File: config.mk
export PLATFORM = sky130hd
export DESIGN_NAME = input_sequencer
export DESIGN_NICKNAME = d
export VERILOG_FILES = /design/src/rtl/input_seq_pkg.sv /design/src/rtl/input_sequencer_btn_debounce.sv /design/src/rtl/input_sequencer.sv
export SDC_FILE = /design/constraint.sdc
export NUM_CORES = 1
export LEC_CHECK = 0
export CAP_MARGIN = 10
export CORE_MARGIN = 1.5
export CORE_UTILIZATION = 49
export CTS_CLUSTER_DIAMETER = 40
export DETAILED_ROUTE_END_ITERATION = 8
export HOLD_SLACK_MARGIN = 0.08
export PLACE_DENSITY_LB_ADDON = 0.15
export SYNTH_ARGS = -nofsm -noshare
export SYNTH_HDL_FRONTEND = slang
export SYNTH_SLANG_ARGS = --single-unit
File: constraint.sdc
create_clock -name clk -period 1.5 [get_ports clk]
set_input_delay 0.225 -clock clk [delete_from_list [all_inputs] [get_ports clk]]
set_output_delay 0.225 -clock clk [all_outputs]
set_load 0.01 [all_outputs]
File: src/rtl/input_seq_pkg.sv
// input_seq_pkg
// Shared definitions for the operand/opcode input sequencer: the 2-bit state
// encoding (also driven out for display) and the default parameter values.
package input_seq_pkg;

  localparam int unsigned DEF_WIDTH           = 16;
  localparam int unsigned DEF_DEBOUNCE_CYCLES = 50000;

  typedef enum logic [1:0] {
    S_OP1    = 2'd0,
    S_OP2    = 2'd1,
    S_OPCODE = 2'd2,
    S_RESULT = 2'd3
  } seq_state_e;

endpackage

File: src/rtl/input_sequencer_btn_debounce.sv
// btn_debounce
// Two-flop synchronizer, debounce down-counter and press-edge pulse for one
// raw pushbutton.
//   clk      : system clock
//   rst_n    : synchronous active-low reset
//   btn_raw  : raw bouncing button, active-high
//   press    : one-cycle pulse on an accepted 0->1 level change
module btn_debounce
  import input_seq_pkg::*;
#(
  parameter int unsigned DEBOUNCE_CYCLES = DEF_DEBOUNCE_CYCLES
) (
  input  logic clk,
  input  logic rst_n,
  input  logic btn_raw,
  output logic press
);

  localparam int unsigned   CW     = (DEBOUNCE_CYCLES > 1) ? $clog2(DEBOUNCE_CYCLES) : 1;
  localparam logic [CW-1:0] RELOAD = CW'(DEBOUNCE_CYCLES - 1);

  logic          sync1_q, sync1_d;
  logic          sync2_q, sync2_d;
  logic          level_q, level_d;
  logic [CW-1:0] cnt_q, cnt_d;
  logic [1:0]    fill_q, fill_d;
  logic          arm_q, arm_d;
  logic          press_q, press_d;

  always_comb begin
    sync1_d = btn_raw;
    sync2_d = sync1_q;
    fill_d  = {fill_q[0], 1'b1};
    level_d = level_q;
    cnt_d   = RELOAD;
    press_d = 1'b0;
    // fill_q[1] marks the synchronizer as holding post-reset samples. A button
    // still held from before reset never shows a low sample, so it stays
    // unarmed until it has been released.
    arm_d   = arm_q | (fill_q[1] & ~sync2_q);
    // Count consecutive samples that disagree with the accepted level; any
    // agreeing sample restarts the count.
    if (sync2_q != level_q) begin
      if (cnt_q == '0) begin
        level_d = sync2_q;
        press_d = sync2_q & arm_q;
      end else begin
        cnt_d = cnt_q - CW'(1);
      end
    end
  end

  always_ff @(posedge clk) begin
    if (!rst_n) begin
      sync1_q <= 1'b0;
      sync2_q <= 1'b0;
      level_q <= 1'b0;
      cnt_q   <= RELOAD;
      fill_q  <= 2'b00;
      arm_q   <= 1'b0;
      press_q <= 1'b0;
    end else begin
      sync1_q <= sync1_d;
      sync2_q <= sync2_d;
      level_q <= level_d;
      cnt_q   <= cnt_d;
      fill_q  <= fill_d;
      arm_q   <= arm_d;
      press_q <= press_d;
    end
  end

  assign press = press_q;

endmodule

File: src/rtl/input_sequencer.sv
// input_sequencer
// Steps the user through entering operand 1, operand 2 and the opcode from
// the slide switches, using debounced enter/back buttons.
//
//   state    | meaning
//   S_OP1    | waiting for operand 1
//   S_OP2    | waiting for operand 2
//   S_OPCODE | waiting for the opcode
//   S_RESULT | result displayed
//
//   clk          : system clock
//   RST_BTN_n    : synchronous active-low reset
//   btn_enter    : raw enter button
//   btn_back     : raw back button
//   switches     : raw slide switches
//   val          : registered switch snapshot for the operand/opcode bank
//   load_op1     : one-cycle load strobe, operand 1
//   load_op2     : one-cycle load strobe, operand 2
//   load_opcode  : one-cycle load strobe, opcode
//   state        : current state code
//   show_result  : high while in S_RESULT
module input_sequencer
  import input_seq_pkg::*;
#(
  parameter int unsigned DEBOUNCE_CYCLES = DEF_DEBOUNCE_CYCLES,
  parameter int unsigned WIDTH           = DEF_WIDTH
) (
  input  logic             clk,
  input  logic             RST_BTN_n,
  input  logic             btn_enter,
  input  logic             btn_back,
  input  logic [WIDTH-1:0] switches,
  output logic [WIDTH-1:0] val,
  output logic             load_op1,
  output logic             load_op2,
  output logic             load_opcode,
  output logic [1:0]       state,
  output logic             show_result
);

  logic             enter_p, back_p;
  logic [WIDTH-1:0] sw_sync1_q, sw_sync2_q;
  seq_state_e       state_q, state_d;
  logic [WIDTH-1:0] val_q, val_d;
  logic             ld_op1_q, ld_op1_d;
  logic             ld_op2_q, ld_op2_d;
  logic             ld_opc_q, ld_opc_d;

  btn_debounce #(.DEBOUNCE_CYCLES(DEBOUNCE_CYCLES)) u_enter (
    .clk     (clk),
    .rst_n   (RST_BTN_n),
    .btn_raw (btn_enter),
    .press   (enter_p)
  );

  btn_debounce #(.DEBOUNCE_CYCLES(DEBOUNCE_CYCLES)) u_back (
    .clk     (clk),
    .rst_n   (RST_BTN_n),
    .btn_raw (btn_back),
    .press   (back_p)
  );

  always_comb begin
    state_d  = state_q;
    val_d    = val_q;
    ld_op1_d = 1'b0;
    ld_op2_d = 1'b0;
    ld_opc_d = 1'b0;
    // Simultaneous enter and back is ambiguous, so neither is acted on.
    if (enter_p && !back_p) begin
      case (state_q)
        S_OP1:    begin state_d = S_OP2;    ld_op1_d = 1'b1; val_d = sw_sync2_q; end
        S_OP2:    begin state_d = S_OPCODE; ld_op2_d = 1'b1; val_d = sw_sync2_q; end
        S_OPCODE: begin state_d = S_RESULT; ld_opc_d = 1'b1; val_d = sw_sync2_q; end
        S_RESULT: state_d = S_OP1;
        default:  state_d = S_OP1;
      endcase
    end else if (back_p && !enter_p) begin
      case (state_q)
        S_OP2:    state_d = S_OP1;
        S_OPCODE: state_d = S_OP2;
        S_RESULT: state_d = S_OPCODE;
        default:  state_d = state_q;
      endcase
    end
  end

  always_ff @(posedge clk) begin
    if (!RST_BTN_n) begin
      sw_sync1_q <= '0;
      sw_sync2_q <= '0;
      state_q    <= S_OP1;
      val_q      <= '0;
      ld_op1_q   <= 1'b0;
      ld_op2_q   <= 1'b0;
      ld_opc_q   <= 1'b0;
    end else begin
      sw_sync1_q <= switches;
      sw_sync2_q <= sw_sync1_q;
      state_q    <= state_d;
      val_q      <= val_d;
      ld_op1_q   <= ld_op1_d;
      ld_op2_q   <= ld_op2_d;
      ld_opc_q   <= ld_opc_d;
    end
  end

  assign val         = val_q;
  assign load_op1    = ld_op1_q;
  assign load_op2    = ld_op2_q;
  assign load_opcode = ld_opc_q;
  assign state       = state_q;
  assign show_result = (state_q == S_RESULT);

endmodule

# Yosys cells after proc, flatten, opt, wreduce, memory -nomap -nowiden

Cells that the tools add are included.

Memories: 0
Bits in latches: 0
Register bits: 99
Input bits: 20
Output and inout bits: 22
Memory bits (read-only): 0
Word-level logic and storage cells: 69
Memory bits (writable): 0

Bitwise logic cells: 11
Muxes and demuxes: 9
Eq/ne operators: 5
Magnitude comparators: 0
Multiply operators: 0
Add/sub/neg operators: 2
Divide/modulo/power cells: 0
Shift operators: 0
Reductions and logical operators: 19

Operators by type and width:

| operator                                            | count |
|---|---|
| logical NOT 16 bit                                  | 2 |
| subtractor 16 x 1 -> 16 bit (second input constant) | 2 |
| AND reduction 2 bit                                 | 5 |
| OR reduction 3 bit                                  | 3 |
| one-hot mux 2 bit (4 select lines)                  | 1 |
| one-hot mux 2 bit (3 select lines)                  | 1 |
| AND reduction 3 bit                                 | 2 |
| 2-to-1 mux 1 bit                                    | 5 |
| NOT 1 bit                                           | 5 |
| bitwise AND 1 bit                                   | 4 |
| == test 2 bit (second input constant)               | 2 |
| 2-to-1 mux 2 bit                                    | 2 |
| nonzero test 4 bit                                  | 1 |
| == test 2 x 1 -> 1 bit (second input constant)      | 1 |
| logical AND 1 bit                                   | 2 |
| logical NOT 1 bit                                   | 2 |
| logical NOT 2 bit                                   | 1 |
| inequality test 1 bit                               | 2 |
| bitwise OR 1 bit                                    | 2 |
| nonzero test 2 bit                                  | 1 |

# Longest topological paths before layout

Depth after elaboration: 4
Mapped depth: 7
Depth with buffers taken out: 6

# Hierarchy

From an unflattened synthesis, not the netlist that was laid out.

Cells, all modules: 362
Area total of the unflattened synthesis: 3,686.0 µm²

Modules (own cells, without submodules):

| module          | sequential area each (µm²) | area an instance (µm²) | instances | cells an instance |
|---|---|---|---|---|
| btn_debounce    | 460.4                      | 969.7                  | 2         | 98 |
| input_sequencer | 1,061.0                    | 1,746.7                | 1         | 166 |

# Worst setup path after synthesis

Ideal clock, no wire load.

Kind: reg-to-reg
Start: register u_back.cnt_q[11]
End: register u_back.cnt_q[15]
Clock period less this slack: 1,597 ps
Data required time: 1,374 ps
Setup time: 126 ps
Slack: -97 ps
Cell stages (with the launch flop): 5
Arrival: 1,471 ps
Path buffers: 0
Cell sequence: dfxtp_1 or4_4 or4_4 o21ai_1 nand3b_1

Word-level cells in the longest chain between the ends: 2
Elaborated cells on any way between the ends: 3
Classes of those cells: add/sub: 1; reduce/logical: 2

RTL lines:

| what                                                                | line                               | text |
|---|---|---|
| from (decl)                                                         | input_sequencer_btn_debounce.sv:25 | `logic [CW-1:0] cnt_q, cnt_d;` |
| from (signal assigned)                                              | input_sequencer_btn_debounce.sv:66 | `cnt_q <= cnt_d;` |
| branches (longest 2 deep; another with subtractor 16 x 1 -> 16 bit) | -                                  |  |

Several ways; the timed one is not identified.
A chain may end at the register's enable or synchronous reset.

# Worst setup path after layout

Ends and elaborated chain as after synthesis.

==> impl_results.md <==
* Setup ws final at -118 ps
* VDD IR max at 0.706 mV
* Starting Density at between 50% and 60%
* Initial antenna violation count at 0
* M1 WL at about 3100 um
* Violation count after the first detailed-route iteration at 155
* Worst Path Arrival at between 1500 and 2000 ps
* Synth Instances at around 350
* Post-synth EDFFs at 0
* Setup violations, final at 2
* Routability cong. at between 0.7 and 0.8
* Crit path cell chain: or4_4 > or4_4 > nor3_2 > nand3b_1
* CP startpoint kind: flip-flop
* Die height at between 80 and 90 um
* Hold buffer count at cts at 0
* CP Class: flip-flop to flip-flop
* Top Metal Used: met4
* Root buffer cell: clkbuf_8
* Mapped cell area at 0.00344 mm^2
* Area grow syn2layout at 38.6%
* DP Cell Count at 527
* Unrepaired setup endpoints after global routing: yes
* WL met3 at 265 um
* Synthesized area per cell at 9.71 um^2
* Num CTS Buffers at 9
* Synth Area in Compound Gates at 6.66%
* IO Port Bufs at 41
* CTS tree: done
* Pleak at 2.09 nW
* Critical path capture point type: flip-flop
* Synth area leaders: dfxtp_1 56%, and2_1 7.3%, nand2_1 5.7%, a21oi_1 3.3%, ha_1 2.9%
* DR pass1 iterations at 4
* DR WL/cell at 12.3 um
* Multiplexer area fraction after synthesis at 0.582%
* Synth Area in XOR/XNOR at 5.10%
* Status: finished, violations left
* Tcrit/Tclk final at 108%
* Fin. Hold Viols at 0
* Worst hold slack at 431 ps
* CP most frequent cell: or4_4
* Die area at 0.00753 mm^2
* Final max-slew violation count at 0
* Overall via count from detail_route at 2668
* Core area at 0.00679 mm^2
* Post-DP HPWL at 4410 um
* Post-Syn Nets at ~380
* Crit path largest cell delay at 540 ps
* Worst Skew at 11.7 ps
* Sink Count at 97
* Layout cells sized above 1 at 25.0%
* Synth unique cells at 36
* Area of the multi-input gates at 0.00160 mm^2
* Io pins at 42
* Pin count of the biggest net entering global routing at 28
* Crit path max fanout at 2
* Vias in the first global route at 2523
* Layout Nets at 475
* Tmin final at 1620 ps
* Row cnt at 30
* Pre-CTS setup slack at -113 ps
* Simple-Gate Fraction of Synth Area at 25.7%
* GR Util All Layers at 19.1%
* Post-synth top cells: 97 x dfxtp_1, 52 x nand2_1, 40 x and2_1, 23 x a21oi_1, 23 x nor2_1
* H-tree Lvls at 3
* Clock latency on the worst-skew pair at 360 ps
* Hold Path Class: flip-flop to flip-flop
* Layout fillers at 522
* Horiz. Die Dim at 86.8 um
* Post-route ant nets at 0
* DR WL met2 at 3260 um
* CTS clk-pin slew, worst paths at around 100 ps
* Slew @ Worst Pin at approximately 350 ps
* Most used DFF post-synth: dfxtp_1
* Max stage delay cell, worst path: or4_4
* Clock buffer depth at 2
* Violated checks: setup timing
* Pwr/cell area at 914 mW/mm^2
* Ys Warns at 0
* Synth async-reset ratio at 0%
* Drt total wl at 6730 um
* WP data required at 1800 ps
* Vias per cell at around 4.9
* Reg2Reg Depth at 4
* Total gr overflow at 0
* Number of antenna diodes at 0
* Area leader, netlist: dfxtp_1
* Fin cells at around 550
* Tot Pwr at 4.35 mW
* #FFs+latches synth at 97
* Largest family of logic cells by synthesized area: simple AND/OR/NAND/NOR gates
* Post-Synth Adder-Cell Area at 2.91%
* Max-cap violations at 0
* Synth top area share at around 56%
* Relative slew slack at 76.9%
* Hold path cells at 1
* Register area share after synthesis at 56.5%
* First-pass GRT wire length at 11200 um
* Fmax at 618 MHz
* Setup TNS at -156 ps
* Total area of sequential cells at 0.00196 mm^2
* Most common cell in the synthesized netlist: dfxtp_1
* Number of remaining DRC errors at 0
==> final cells by class <==
cell class / count / share of cell area (%)
clock buffer: 9 / 2.60
multi-input combinational: 234 / 33.5
timing repair buffer: 94 / 18.2
tap: 96 / 2.52
inverter: 11 / 0.867
sequential: 97 / 41.1
clock inverter: 7 / 1.21
==> final timing paths <==
kind	end	slack, ps	from
setup / recovery	u_back.cnt_q[15]	-120	u_back.cnt_q[11]
hold / removal	u_back.cnt_q[0]	430	u_back.cnt_q[0]
setup reg to reg	u_back.cnt_q[15]	-120	u_back.cnt_q[11]
hold reg to reg	u_back.cnt_q[0]	430	u_back.cnt_q[0]
==> state kept, by name, summed over array words and instances (netlist names), 2 cells and up <==
signal	cells
u_back.cnt_q	16
state	2
sw_sync2_q	16
sw_sync1_q	16
u_enter.cnt_q	16
val	16
==> timing repair <==
action                                 CTS  global route
gates resized for setup                 21            52
pin swaps                                4            13
buffers inserted                         1             4
endpoints found under the hold margin    0             0
setup endpoints to repair               31            48
==> cell families (layout without fill, tap and decap cells) <==
family / count (synthesis) / in the layout
xor+xnor: 20 / 20
mux: 2 / 2
simple gates: 165 / 165
flops: 97 / 97
compound gates: 39 / 39
buf+inv: 23 / 121
fa+ha+maj: 8 / 8
==> critical path, delay by kind of cell, from the launching register on <==
kind          cells  cell delay [ps]
simple gates      4             1240
flops             1              340
==> per-stage QoR <==
step / area (um^2) / util (%)
global route: 4760 / 70.1
CTS: 4550 / 67.0
detailed placement: 4310 / 63.4
floorplan: 3450 / -
finish: 4760 / 70.1
global placement: 4310 / 63.4
==> power by group <==
group	total [mW]	internal [mW]	switching [mW]
logic	0.138	0.0844	0.0532
registers	2.64	2.62	0.0156
clock network	1.58	0.630	0.947
total	4.35	3.34	1.02
==> layout by cell type, fill, tap and decap left out, types with 6 or more instances in the layout <==
master            n
clkdlybuf4s50_1  22
nor2_1           23
dfxtp_1          87
ha_1              6
and2_1           39
dlymetal6s2s_1   13
dfxtp_2           9
xnor2_1           9
a21oi_1          22
xor2_1           11
buf_4            47
nand2_1          48
inv_1            10
clkbuf_8          9
nand3_1           7
==> metal layers <==
| metal | global-route usage (%) | up-vias |
|---|---|---|
| met5 | 0 | - |
| met4 | 6.45 | 0 |
| met3 | 5.14 | 9 |
| met2 | 31.0 | 60 |
| met1 | 24.7 | 1239 |
| li1 | - | 1360 |
Power figures use the tool's default switching activity.
